===== config.mk =====
export PLATFORM = sky130hd
export DESIGN_NAME = wb_stage_flat
export DESIGN_NICKNAME = d
export VERILOG_FILES = /design/src/rtl/wb_pkg.sv /design/src/rtl/wb_stage_if.sv /design/src/rtl/wb_stage_load_align.sv /design/src/rtl/wb_stage.sv /design/src/flat_wrapper.sv
export SDC_FILE = /design/constraint.sdc
export NUM_CORES = 1
export LEC_CHECK = 0
export ABC_AREA = 1
export BUFFER_PORTS_ARGS = -buffer_cell sky130_fd_sc_hd__buf_2
export CORE_ASPECT_RATIO = 0.5
export CORE_MARGIN = 8
export CORE_UTILIZATION = 35
export DETAILED_ROUTE_END_ITERATION = 7
export PLACE_DENSITY = 0.68
export SKIP_LAST_GASP = 1
export SLEW_MARGIN = 20
export SYNTH_ARGS = -nofsm -noshare
export SYNTH_HDL_FRONTEND = slang
export SYNTH_HIERARCHICAL = 1
export SYNTH_SLANG_ARGS = --single-unit

===== constraint.sdc =====
create_clock -name clk -period 1.7 [get_ports clk]
set_input_delay 0.255 -clock clk [delete_from_list [all_inputs] [get_ports clk]]
set_output_delay 0.255 -clock clk [all_outputs]
set_load 0.03 [all_outputs]

===== src/rtl/wb_pkg.sv =====
// Shared constants for the MEM/WB stage: write-back source selects and load funct3 encodings.
package wb_pkg;

  localparam int WB_XLEN = 32;

  typedef enum logic [1:0] {
    WB_SEL_ALU  = 2'd0,
    WB_SEL_LOAD = 2'd1,
    WB_SEL_PC4  = 2'd2,
    WB_SEL_IMM  = 2'd3
  } wb_sel_e;

  localparam logic [2:0] F3_LB  = 3'b000;
  localparam logic [2:0] F3_LH  = 3'b001;
  localparam logic [2:0] F3_LW  = 3'b010;
  localparam logic [2:0] F3_LBU = 3'b100;
  localparam logic [2:0] F3_LHU = 3'b101;

endpackage


===== src/rtl/wb_stage_if.sv =====
// MEM-stage inputs, register-file write port and decode operand read port of the MEM/WB stage.
interface wb_stage_if #(
  parameter int XLEN  = 32,
  parameter int CNT_W = 64
);
  logic            M_valid;
  logic            M_wb_en;
  logic [4:0]      M_rd_index;
  logic [1:0]      M_wb_sel;
  logic [2:0]      M_funct3;
  logic [1:0]      M_addr_lo;
  logic [XLEN-1:0] M_alu_out;
  logic [XLEN-1:0] M_pc_plus4;
  logic [XLEN-1:0] M_imm;
  logic [XLEN-1:0] M_ld_data;

  logic            W_wb_en;
  logic [4:0]      W_rd_index;
  logic [XLEN-1:0] wb_data;

  logic [4:0]      D_rs1_index;
  logic [4:0]      D_rs2_index;
  logic [XLEN-1:0] D_rs1_rf;
  logic [XLEN-1:0] D_rs2_rf;
  logic [XLEN-1:0] D_rs1_data;
  logic [XLEN-1:0] D_rs2_data;

  logic [CNT_W-1:0] instret;

  modport master (
    output M_valid, M_wb_en, M_rd_index, M_wb_sel, M_funct3, M_addr_lo,
           M_alu_out, M_pc_plus4, M_imm, M_ld_data,
           D_rs1_index, D_rs2_index, D_rs1_rf, D_rs2_rf,
    input  W_wb_en, W_rd_index, wb_data, D_rs1_data, D_rs2_data, instret
  );

  modport slave (
    input  M_valid, M_wb_en, M_rd_index, M_wb_sel, M_funct3, M_addr_lo,
           M_alu_out, M_pc_plus4, M_imm, M_ld_data,
           D_rs1_index, D_rs2_index, D_rs1_rf, D_rs2_rf,
    output W_wb_en, W_rd_index, wb_data, D_rs1_data, D_rs2_data, instret
  );

endinterface


===== src/rtl/wb_stage_load_align.sv =====
// Combinational load extractor: picks byte/half/word from the aligned memory word and extends it.
module load_align
  import wb_pkg::*;
#(
  parameter int XLEN = WB_XLEN
) (
  input  logic [2:0]      funct3_i,
  input  logic [1:0]      addr_lo_i,
  input  logic [XLEN-1:0] word_i,
  output logic [XLEN-1:0] value_o
);

  logic [7:0]  byte_v;
  logic [15:0] half_v;

  always_comb begin
    byte_v = word_i[7:0];
    case (addr_lo_i)
      2'd0: byte_v = word_i[7:0];
      2'd1: byte_v = word_i[15:8];
      2'd2: byte_v = word_i[23:16];
      2'd3: byte_v = word_i[31:24];
      default: byte_v = word_i[7:0];
    endcase
    // Misaligned half loads are not trapped here; bit 0 is simply dropped.
    half_v = addr_lo_i[1] ? word_i[31:16] : word_i[15:0];
  end

  always_comb begin
    value_o = '0;
    case (funct3_i)
      F3_LB:   value_o = {{(XLEN-8){byte_v[7]}}, byte_v};
      F3_LBU:  value_o = {{(XLEN-8){1'b0}}, byte_v};
      F3_LH:   value_o = {{(XLEN-16){half_v[15]}}, half_v};
      F3_LHU:  value_o = {{(XLEN-16){1'b0}}, half_v};
      F3_LW:   value_o = word_i;
      default: value_o = '0;
    endcase
  end

endmodule


===== src/rtl/wb_stage.sv =====
// MEM/WB pipeline register, write-back mux, retired-instruction counter.
// Build option WB_BYPASS_EN forwards the write port onto the decode operand reads.
module wb_stage
  import wb_pkg::*;
#(
  parameter int XLEN  = WB_XLEN,
  parameter int CNT_W = 64
) (
  input  logic          clk,
  input  logic          rst_n,
  input  logic          stall,
  input  logic          flush,
  wb_stage_if.slave     bus
);

  logic            w_valid_q,   w_valid_d;
  logic            w_wb_en_q,   w_wb_en_d;
  logic [4:0]      w_rd_q,      w_rd_d;
  logic [1:0]      w_sel_q,     w_sel_d;
  logic [2:0]      w_f3_q,      w_f3_d;
  logic [1:0]      w_addr_lo_q, w_addr_lo_d;
  logic [XLEN-1:0] w_alu_q,     w_alu_d;
  logic [XLEN-1:0] w_pc4_q,     w_pc4_d;
  logic [XLEN-1:0] w_imm_q,     w_imm_d;
  logic [XLEN-1:0] w_ld_q,      w_ld_d;
  logic [CNT_W-1:0] instret_q,  instret_d;

  logic [XLEN-1:0] ld_value;
  logic [XLEN-1:0] wb_data;
  logic            wb_en;

  always_comb begin
    w_valid_d   = w_valid_q;
    w_wb_en_d   = w_wb_en_q;
    w_rd_d      = w_rd_q;
    w_sel_d     = w_sel_q;
    w_f3_d      = w_f3_q;
    w_addr_lo_d = w_addr_lo_q;
    w_alu_d     = w_alu_q;
    w_pc4_d     = w_pc4_q;
    w_imm_d     = w_imm_q;
    w_ld_d      = w_ld_q;
    if (flush) begin
      w_valid_d   = 1'b0;
      w_wb_en_d   = 1'b0;
      w_rd_d      = '0;
      w_sel_d     = '0;
      w_f3_d      = '0;
      w_addr_lo_d = '0;
      w_alu_d     = '0;
      w_pc4_d     = '0;
      w_imm_d     = '0;
      w_ld_d      = '0;
    end else if (!stall) begin
      w_valid_d   = bus.M_valid;
      w_wb_en_d   = bus.M_wb_en;
      w_rd_d      = bus.M_rd_index;
      w_sel_d     = bus.M_wb_sel;
      w_f3_d      = bus.M_funct3;
      w_addr_lo_d = bus.M_addr_lo;
      w_alu_d     = bus.M_alu_out;
      w_pc4_d     = bus.M_pc_plus4;
      w_imm_d     = bus.M_imm;
      w_ld_d      = bus.M_ld_data;
    end
  end

  // The instruction leaving W retires even if a flush overwrites the register behind it.
  always_comb begin
    instret_d = instret_q;
    if (w_valid_q && !stall) instret_d = instret_q + CNT_W'(1);
  end

  always_ff @(posedge clk) begin
    if (!rst_n) begin
      w_valid_q   <= 1'b0;
      w_wb_en_q   <= 1'b0;
      w_rd_q      <= '0;
      w_sel_q     <= '0;
      w_f3_q      <= '0;
      w_addr_lo_q <= '0;
      w_alu_q     <= '0;
      w_pc4_q     <= '0;
      w_imm_q     <= '0;
      w_ld_q      <= '0;
      instret_q   <= '0;
    end else begin
      w_valid_q   <= w_valid_d;
      w_wb_en_q   <= w_wb_en_d;
      w_rd_q      <= w_rd_d;
      w_sel_q     <= w_sel_d;
      w_f3_q      <= w_f3_d;
      w_addr_lo_q <= w_addr_lo_d;
      w_alu_q     <= w_alu_d;
      w_pc4_q     <= w_pc4_d;
      w_imm_q     <= w_imm_d;
      w_ld_q      <= w_ld_d;
      instret_q   <= instret_d;
    end
  end

  load_align #(.XLEN(XLEN)) u_load_align (
    .funct3_i  (w_f3_q),
    .addr_lo_i (w_addr_lo_q),
    .word_i    (w_ld_q),
    .value_o   (ld_value)
  );

  always_comb begin
    wb_data = w_alu_q;
    case (wb_sel_e'(w_sel_q))
      WB_SEL_ALU:  wb_data = w_alu_q;
      WB_SEL_LOAD: wb_data = ld_value;
      WB_SEL_PC4:  wb_data = w_pc4_q;
      WB_SEL_IMM:  wb_data = w_imm_q;
      default:     wb_data = w_alu_q;
    endcase
  end

  assign wb_en          = w_valid_q && w_wb_en_q && (w_rd_q != 5'd0);
  assign bus.W_wb_en    = wb_en;
  assign bus.W_rd_index = w_rd_q;
  assign bus.wb_data    = wb_data;
  assign bus.instret    = instret_q;

`ifdef WB_BYPASS_EN
  // wb_en already excludes x0, so a read of x0 never picks up forwarded data.
  assign bus.D_rs1_data = (wb_en && bus.D_rs1_index == w_rd_q) ? wb_data : bus.D_rs1_rf;
  assign bus.D_rs2_data = (wb_en && bus.D_rs2_index == w_rd_q) ? wb_data : bus.D_rs2_rf;
`else
  logic unused_rs_index;
  assign unused_rs_index = ^{bus.D_rs1_index, bus.D_rs2_index};
  assign bus.D_rs1_data  = bus.D_rs1_rf;
  assign bus.D_rs2_data  = bus.D_rs2_rf;
`endif

endmodule


===== src/flat_wrapper.sv =====
// flat-port wrapper written by rule: the top's interface ports become plain ports
module wb_stage_flat import wb_pkg::*;
#(
  parameter int XLEN  = WB_XLEN,
  parameter int CNT_W = 64
)
  (clk, rst_n, stall, flush, bus_M_valid, bus_M_wb_en, bus_M_rd_index, bus_M_wb_sel, bus_M_funct3, bus_M_addr_lo, bus_M_alu_out, bus_M_pc_plus4, bus_M_imm, bus_M_ld_data, bus_D_rs1_index, bus_D_rs2_index, bus_D_rs1_rf, bus_D_rs2_rf, bus_W_wb_en, bus_W_rd_index, bus_wb_data, bus_D_rs1_data, bus_D_rs2_data, bus_instret);
  wb_stage_if #(.XLEN(XLEN), .CNT_W(CNT_W)) bus_i ();
  input  logic clk;
  input  logic rst_n;
  input  logic stall;
  input  logic flush;
  input wire logic [$bits(bus_i.M_valid)-1:0] bus_M_valid;
  input wire logic [$bits(bus_i.M_wb_en)-1:0] bus_M_wb_en;
  input wire logic [$bits(bus_i.M_rd_index)-1:0] bus_M_rd_index;
  input wire logic [$bits(bus_i.M_wb_sel)-1:0] bus_M_wb_sel;
  input wire logic [$bits(bus_i.M_funct3)-1:0] bus_M_funct3;
  input wire logic [$bits(bus_i.M_addr_lo)-1:0] bus_M_addr_lo;
  input wire logic [$bits(bus_i.M_alu_out)-1:0] bus_M_alu_out;
  input wire logic [$bits(bus_i.M_pc_plus4)-1:0] bus_M_pc_plus4;
  input wire logic [$bits(bus_i.M_imm)-1:0] bus_M_imm;
  input wire logic [$bits(bus_i.M_ld_data)-1:0] bus_M_ld_data;
  input wire logic [$bits(bus_i.D_rs1_index)-1:0] bus_D_rs1_index;
  input wire logic [$bits(bus_i.D_rs2_index)-1:0] bus_D_rs2_index;
  input wire logic [$bits(bus_i.D_rs1_rf)-1:0] bus_D_rs1_rf;
  input wire logic [$bits(bus_i.D_rs2_rf)-1:0] bus_D_rs2_rf;
  output wire logic [$bits(bus_i.W_wb_en)-1:0] bus_W_wb_en;
  output wire logic [$bits(bus_i.W_rd_index)-1:0] bus_W_rd_index;
  output wire logic [$bits(bus_i.wb_data)-1:0] bus_wb_data;
  output wire logic [$bits(bus_i.D_rs1_data)-1:0] bus_D_rs1_data;
  output wire logic [$bits(bus_i.D_rs2_data)-1:0] bus_D_rs2_data;
  output wire logic [$bits(bus_i.instret)-1:0] bus_instret;
  assign bus_i.M_valid = bus_M_valid;
  assign bus_i.M_wb_en = bus_M_wb_en;
  assign bus_i.M_rd_index = bus_M_rd_index;
  assign bus_i.M_wb_sel = bus_M_wb_sel;
  assign bus_i.M_funct3 = bus_M_funct3;
  assign bus_i.M_addr_lo = bus_M_addr_lo;
  assign bus_i.M_alu_out = bus_M_alu_out;
  assign bus_i.M_pc_plus4 = bus_M_pc_plus4;
  assign bus_i.M_imm = bus_M_imm;
  assign bus_i.M_ld_data = bus_M_ld_data;
  assign bus_i.D_rs1_index = bus_D_rs1_index;
  assign bus_i.D_rs2_index = bus_D_rs2_index;
  assign bus_i.D_rs1_rf = bus_D_rs1_rf;
  assign bus_i.D_rs2_rf = bus_D_rs2_rf;
  assign bus_W_wb_en = bus_i.W_wb_en;
  assign bus_W_rd_index = bus_i.W_rd_index;
  assign bus_wb_data = bus_i.wb_data;
  assign bus_D_rs1_data = bus_i.D_rs1_data;
  assign bus_D_rs2_data = bus_i.D_rs2_data;
  assign bus_instret = bus_i.instret;
  wb_stage #(.XLEN(XLEN), .CNT_W(CNT_W)) u_core (.clk(clk), .rst_n(rst_n), .stall(stall), .flush(flush), .bus(bus_i));
endmodule

# [Word-level counts from Yosys, hierarchy flattened]
# Cells that the tools add are included.
[classes] n_reduce_logical=9 order_cmp=0 addsub=1 bitwise_logic=1 n_eq_ne=10 shift=0 n_mul=0 n_mux=4 n_div=0
[op_table] cell="case mux 32 bit (5 select lines)" count=1
[op_table] cell="case mux 32 bit (4 select lines)" count=1
[op_table] cell="adder 64 x 1 -> 64 bit (second input constant)" count=1
[op_table] cell="case mux 8 bit (4 select lines)" count=1
[op_table] cell="two-way mux 16 bit" count=1
[op_table] cell="equality test 2 bit (second input constant)" count=4
[op_table] cell="equality test 3 bit (second input constant)" count=2
[op_table] cell="nonzero test 5 bit" count=1
[op_table] cell="equality test 2 x 1 -> 1 bit (second input constant)" count=2
[op_table] cell="logical NOT 2 bit" count=2
[op_table] cell="equality test 3 x 1 -> 1 bit (second input constant)" count=1
[op_table] cell="equality test 3 x 2 -> 1 bit (second input constant)" count=1
[op_table] cell="logical AND 1 bit" count=3
[op_table] cell="logical NOT 3 bit" count=1
[op_table] cell="OR reduction 2 bit" count=1
[op_table] cell="logical NOT 1 bit" count=1
[op_table] cell="NOT 1 bit" count=1
[word_totals] latchBits=0 input_bits=220 ramBits=0 register_bits=206 n_memories=0 rom_bits=0 output_inout_bits=166

# [Logic depth before layout (Yosys ltp)]
[logic_depth] word_depth=4 depth_mapped=13 depth_no_buf=11

# [Cells and area by module]
# The synthesis kept the hierarchy.
[by_module_without_submodules] module="wb_stage" seq_area_each_um2=4124.0 cells_each=1464 area_each_um2=9811.9 n_inst=1
[by_module_without_submodules] module="load_align" seq_area_each_um2=0.0 cells_each=255 area_each_um2=1083.5 n_inst=1

# [Least setup slack after synthesis]
# No wires, ideal clock.
[synth_path] path_kind="reg-to-reg" startpoint="register u_core.instret_q[1], in the netlist u_core/bus.instret[1]" endpoint="register u_core.instret_q[58], in the netlist u_core/bus.instret[58]" path_buffers=0 arrival_ns=1.644 t_required_ns=1.587 stages_incl_launch_ff=9 setup_slack_ns=-0.057 synth_period_minus_slack_ns=1.757 cell_sequence="dfxtp_1 ha_1 nand3_1 inv_1 nand2_1 nor3_1 nand3_1 nor2_1 nor2_1"
[synth_between] elab_chain_cells=1
[synth_lines] element="start, declared" line_no="wb_stage.sv:26" rtl="logic [CNT_W-1:0] instret_q, instret_d;"
[synth_lines] element="start signal, assigned" line_no="wb_stage.sv:98" rtl="instret_q <= instret_d;"
[synth_lines] element="adder 64 x 1 -> 64 bit" line_no="wb_stage.sv:71" rtl="if (w_valid_q && !stall) instret_d = instret_q + CNT_W'(1);"
# No other way between the ends.
# A chain may end at the register's enable or synchronous reset.

# [Worst setup path after layout]
[layout_path] startpoint="register u_core.w_f3_q[1]" endpoint="output bus_wb_data[27]"
[layout_between] elab_chain_cells=3
[layout_lines] element="start, declared" line_no="wb_stage.sv:20" rtl="logic [2:0] w_f3_q, w_f3_d;"
[layout_lines] element="start signal, assigned" line_no="wb_stage.sv:92" rtl="w_f3_q <= w_f3_d;"
[layout_lines] element="equality test 3 x 2 -> 1 bit (tied with other cells)" line_no="wb_stage_load_align.sv:31" rtl="case (funct3_i)"
[layout_lines] element="case mux 32 bit (5 select lines) *" line_no="wb_stage_load_align.sv:31"
[layout_lines] element="named net u_core.ld_value[27]" line_no="wb_stage.sv:28" rtl="logic [XLEN-1:0] ld_value;"
[layout_lines] element="case mux 32 bit (4 select lines) *" line_no="wb_stage.sv:111" rtl="case (wb_sel_e'(w_sel_q))"
[layout_lines] element="end, declared" line_no="flat_wrapper.sv:29" rtl="output wire logic [$bits(bus_i.wb_data)-1:0] bus_wb_data;"
# Mark *: on every way through the listed nets, which the timed path passes. The rest lies on a longest branch.

==> reports/summary.txt <==
Rows - 45
Max-cap viol count - 0
Most common cell after layout, fill and taps aside - nand2_1
Crit path buffers/inverters - 5
FF-to-FF Start - u_core/bus.instret[16]
Failing checks - negative setup slack
Hold Slack - 0.007133 ns
Max Root-Sink Buffers - 3
Largest cells by area after synthesis - dfxtp_1, nand2_1, a21oi_1, nor2_1, buf_4
Post-Layout Cell Count - 2513
Crit start category - flop
Pins over their slew limit - 0
VDD IR max - 0.5626 mV
Worst-path clk slew - 0.07 ns
Initial Util - 35.77%
Fraction of registers with async set/reset - 0%
Vias in the first global route - 11660
Hold path cells - 3
Core ar. - 30460 um^2
Worst slew pin tran - 0.6954 ns
Status - complete, but fails checks
Number of synthesized flops with an enable pin - 0
Clock sinks - 206
Detail Placement HPWL - 27420 um
Final setup margin - -0.4925 ns
Synthesized area - 10900 um^2
Crit path DAT - 1.94 ns
Root buf cell - clkbuf_16
Slowest CP cell - dfxtp_4
Htree depth - 1
CP Class - reg -> out
Tcrit/Tclk final - 129.0%
CP max FO - 6
Clock Skew - 0.01267 ns
Total global-route track usage - 19.63%
Cell Pwr Density - 730.1 nW/um^2
Routability Congestion - 0.9233
Final std cell area, no fill - 15260 um^2
Endpoints failing setup - 33
Layout Area Growth over Synthesis - 40.07%
Final hold viol count - 0
Hold EP - u_core/w_ld_q[15]
RSZ-0062 raised after global routing - true
Synth Flop Type - dfxtp_1
Worst r2r path cells - 8
Die area - 37370 um^2
CP required - 1.44 ns
Relative slew margins - 53.64%
Nets@finish - 2292
CTS tree - yes
Fin util - 50.10%
Largest net degree at the start of global routing - 145
Flops & latches, synth - 206
CTS Buf Count - 21
Residual DRC - 0
First-pass GRT wire length - 60260 um
R2R Setup Slk - 0.08 ns
Syn Area/Cell - 6.338 um^2
Total grt overflow - 0
Cells after DPL - 2344
First-pass iteration count of the detailed router - 6
Cells after Synth - 1719
Fill cells - 2979
Library cells used by synthesis - 42
Seq/Total Area, Yosys - 37.85%
DRT antenna net count - 0
Area share of the largest cell type after synthesis - 37.85%
FMAX - 456.1 MHz
I/O Buffers - 247
Drt via density - 4.837
I/O pin count - 386
Worst path top cell family by delay - buffers and inverters
DRT Wirelength - 39060 um
Die Wd - 265.5 um
Most frequent cells in the layout - nand2_1, buf_2, dfxtp_1
Cell area after placement - 12630 um^2
Synth area leader - dfxtp_1
DR WL/cell - 15.54 um
Min-Delay Path Class - in -> reg
CP max stage delay - 0.37 ns
Share of layout cells above drive strength 1 - 26.94%
Die height - 140.8 um
P_leak - 6.682 nW
R2r endpoint - u_core/bus.instret[55]
Final setup TNS - -14.47 ns
Worst-Skew Late Latency - 0.51 ns
Initial antenna violation count - 4
CP cell instances - inv_4 > nor3_4 > buf_6 > clkbuf_16 > nand2_2 > nand2_1 > inv_1 > nand2_2 > nand2_1 > nand4_1 > buf_6
Worst Setup End Kind - primary output
Final min period - 2.192 ns
DRT iter0 DRCs - 923
Via Count - 12160
Hold path startpoint - bus_M_ld_data[15]
Synth warn - 6
Post-synth net total - 1940
==> flip-flops by register name, summed over array words and instances (netlist names) <==
signal / cells
u_core/w_addr_lo_q: 2
u_core/w_alu_q: 32
u_core/bus.W_rd_index: 5
u_core/w_ld_q: 32
u_core/w_valid_q: 1
u_core/w_sel_q: 2
u_core/w_pc4_q: 32
u_core/bus.instret: 64
u_core/w_imm_q: 32
u_core/w_wb_en_q: 1
u_core/w_f3_q: 3
==> synthesized netlist by cell type, types with 2 or more instances <==
cell      instances
nand2_1         722
buf_6            14
buf_4            67
xnor2_1           4
buf_2             8
a211oi_1          3
nand4_1          41
nor2_1          165
xor2_1            6
or2_2             2
inv_1           107
nand3b_1          2
inv_2             4
and3_1            2
nor2_2            9
buf_1             2
nand2_2           9
clkbuf_1         52
nor3b_1           4
nor3_1            7
nand3_1          66
dfxtp_1         206
nor3_4            3
a21oi_1         172
nor2_4            7
o21ai_0          19
==> cells by family after synthesis <==
group | synth area share [%]
flops | 37.85
xor+xnor | 0.8038
simple gates | 39.54
compound gates | 9.394
buf+inv | 12.30
fa+ha+maj | 0.1148
==> cell type report <==
type,count,area (um^2),share of cell area [%]
antenna,4,10.01,0.06559
multi-input combinational,1256,5796,37.98
inverter,114,441.7,2.894
clock buffer,28,591.8,3.878
sequential,206,4164,27.29
timing repair buffer,472,3617,23.70
clock inverter,10,111.4,0.7297
tap,423,529.3,3.468
==> layer usage <==
layer / GRT usage (%) / vias to the layer above / wire [um] / share of wire, %
li1: - / 6069 / - / -
met1: 22.65 / 5573 / 15850 / 41
met2: 35.22 / 381 / 19450 / 50
met3: 3.524 / 132 / 1975 / 5.1
met4: 9.023 / 0 / 1784 / 4.6
met5: 0 / - / 0 / 0
==> power by group <==
| group | internal (W) | switching, W | total (W) |
|---|---|---|---|
| combinational | 0.000617 | 0.000714 | 0.00133 |
| sequential | 0.00493 | 0.0000754 | 0.00500 |
| clock | 0.00277 | 0.00204 | 0.00481 |
| total | 0.00831 | 0.00283 | 0.0111 |
==> tightest hold or removal path: stages <==
cell,delay (ns)
buf_2,0.11
nand2_1,0.06
a21oi_1,0.05
==> through the flow <==
step | power, W | setup WS, ns
floorplan | 0.005966 | 0.02598
global placement | 0.006119 | -0.05483
detailed placement | 0.006127 | -0.06196
CTS | 0.01119 | -0.4877
global route | 0.01158 | -0.5976
finish | 0.01114 | -0.4925
==> worst max-delay path by stage <==
stage	cells past startpoint	to	slack (ns)	from
6_report	11	bus_wb_data[27]	-0.49	u_core/w_f3_q[1]
2_1_floorplan	8	bus_wb_data[1]	0.03	u_core/w_addr_lo_q[0]
3_5_place_dp	8	bus_wb_data[5]	-0.06	u_core/w_f3_q[0]
3_3_place_gp	8	bus_wb_data[6]	-0.05	u_core/w_f3_q[0]
4_1_cts	9	bus_wb_data[21]	-0.49	u_core/w_f3_q[1]
5_1_grt	11	bus_wb_data[9]	-0.60	u_core/w_f3_q[1]
==> timing repair <==
| action | 4_1_cts | 5_1_grt |
|---|---|---|
| gates cloned | 1 | 3 |
| hold buffers | 107 | 2 |
| pin swaps | 20 | 53 |
| hold endpoints to repair | 107 | 2 |
| setup buffers | 1 | 13 |
| resized for setup | 95 | 127 |
| endpoints found under the setup margin | 38 | 73 |
Note: power is estimated with default switching activity, not from simulation.
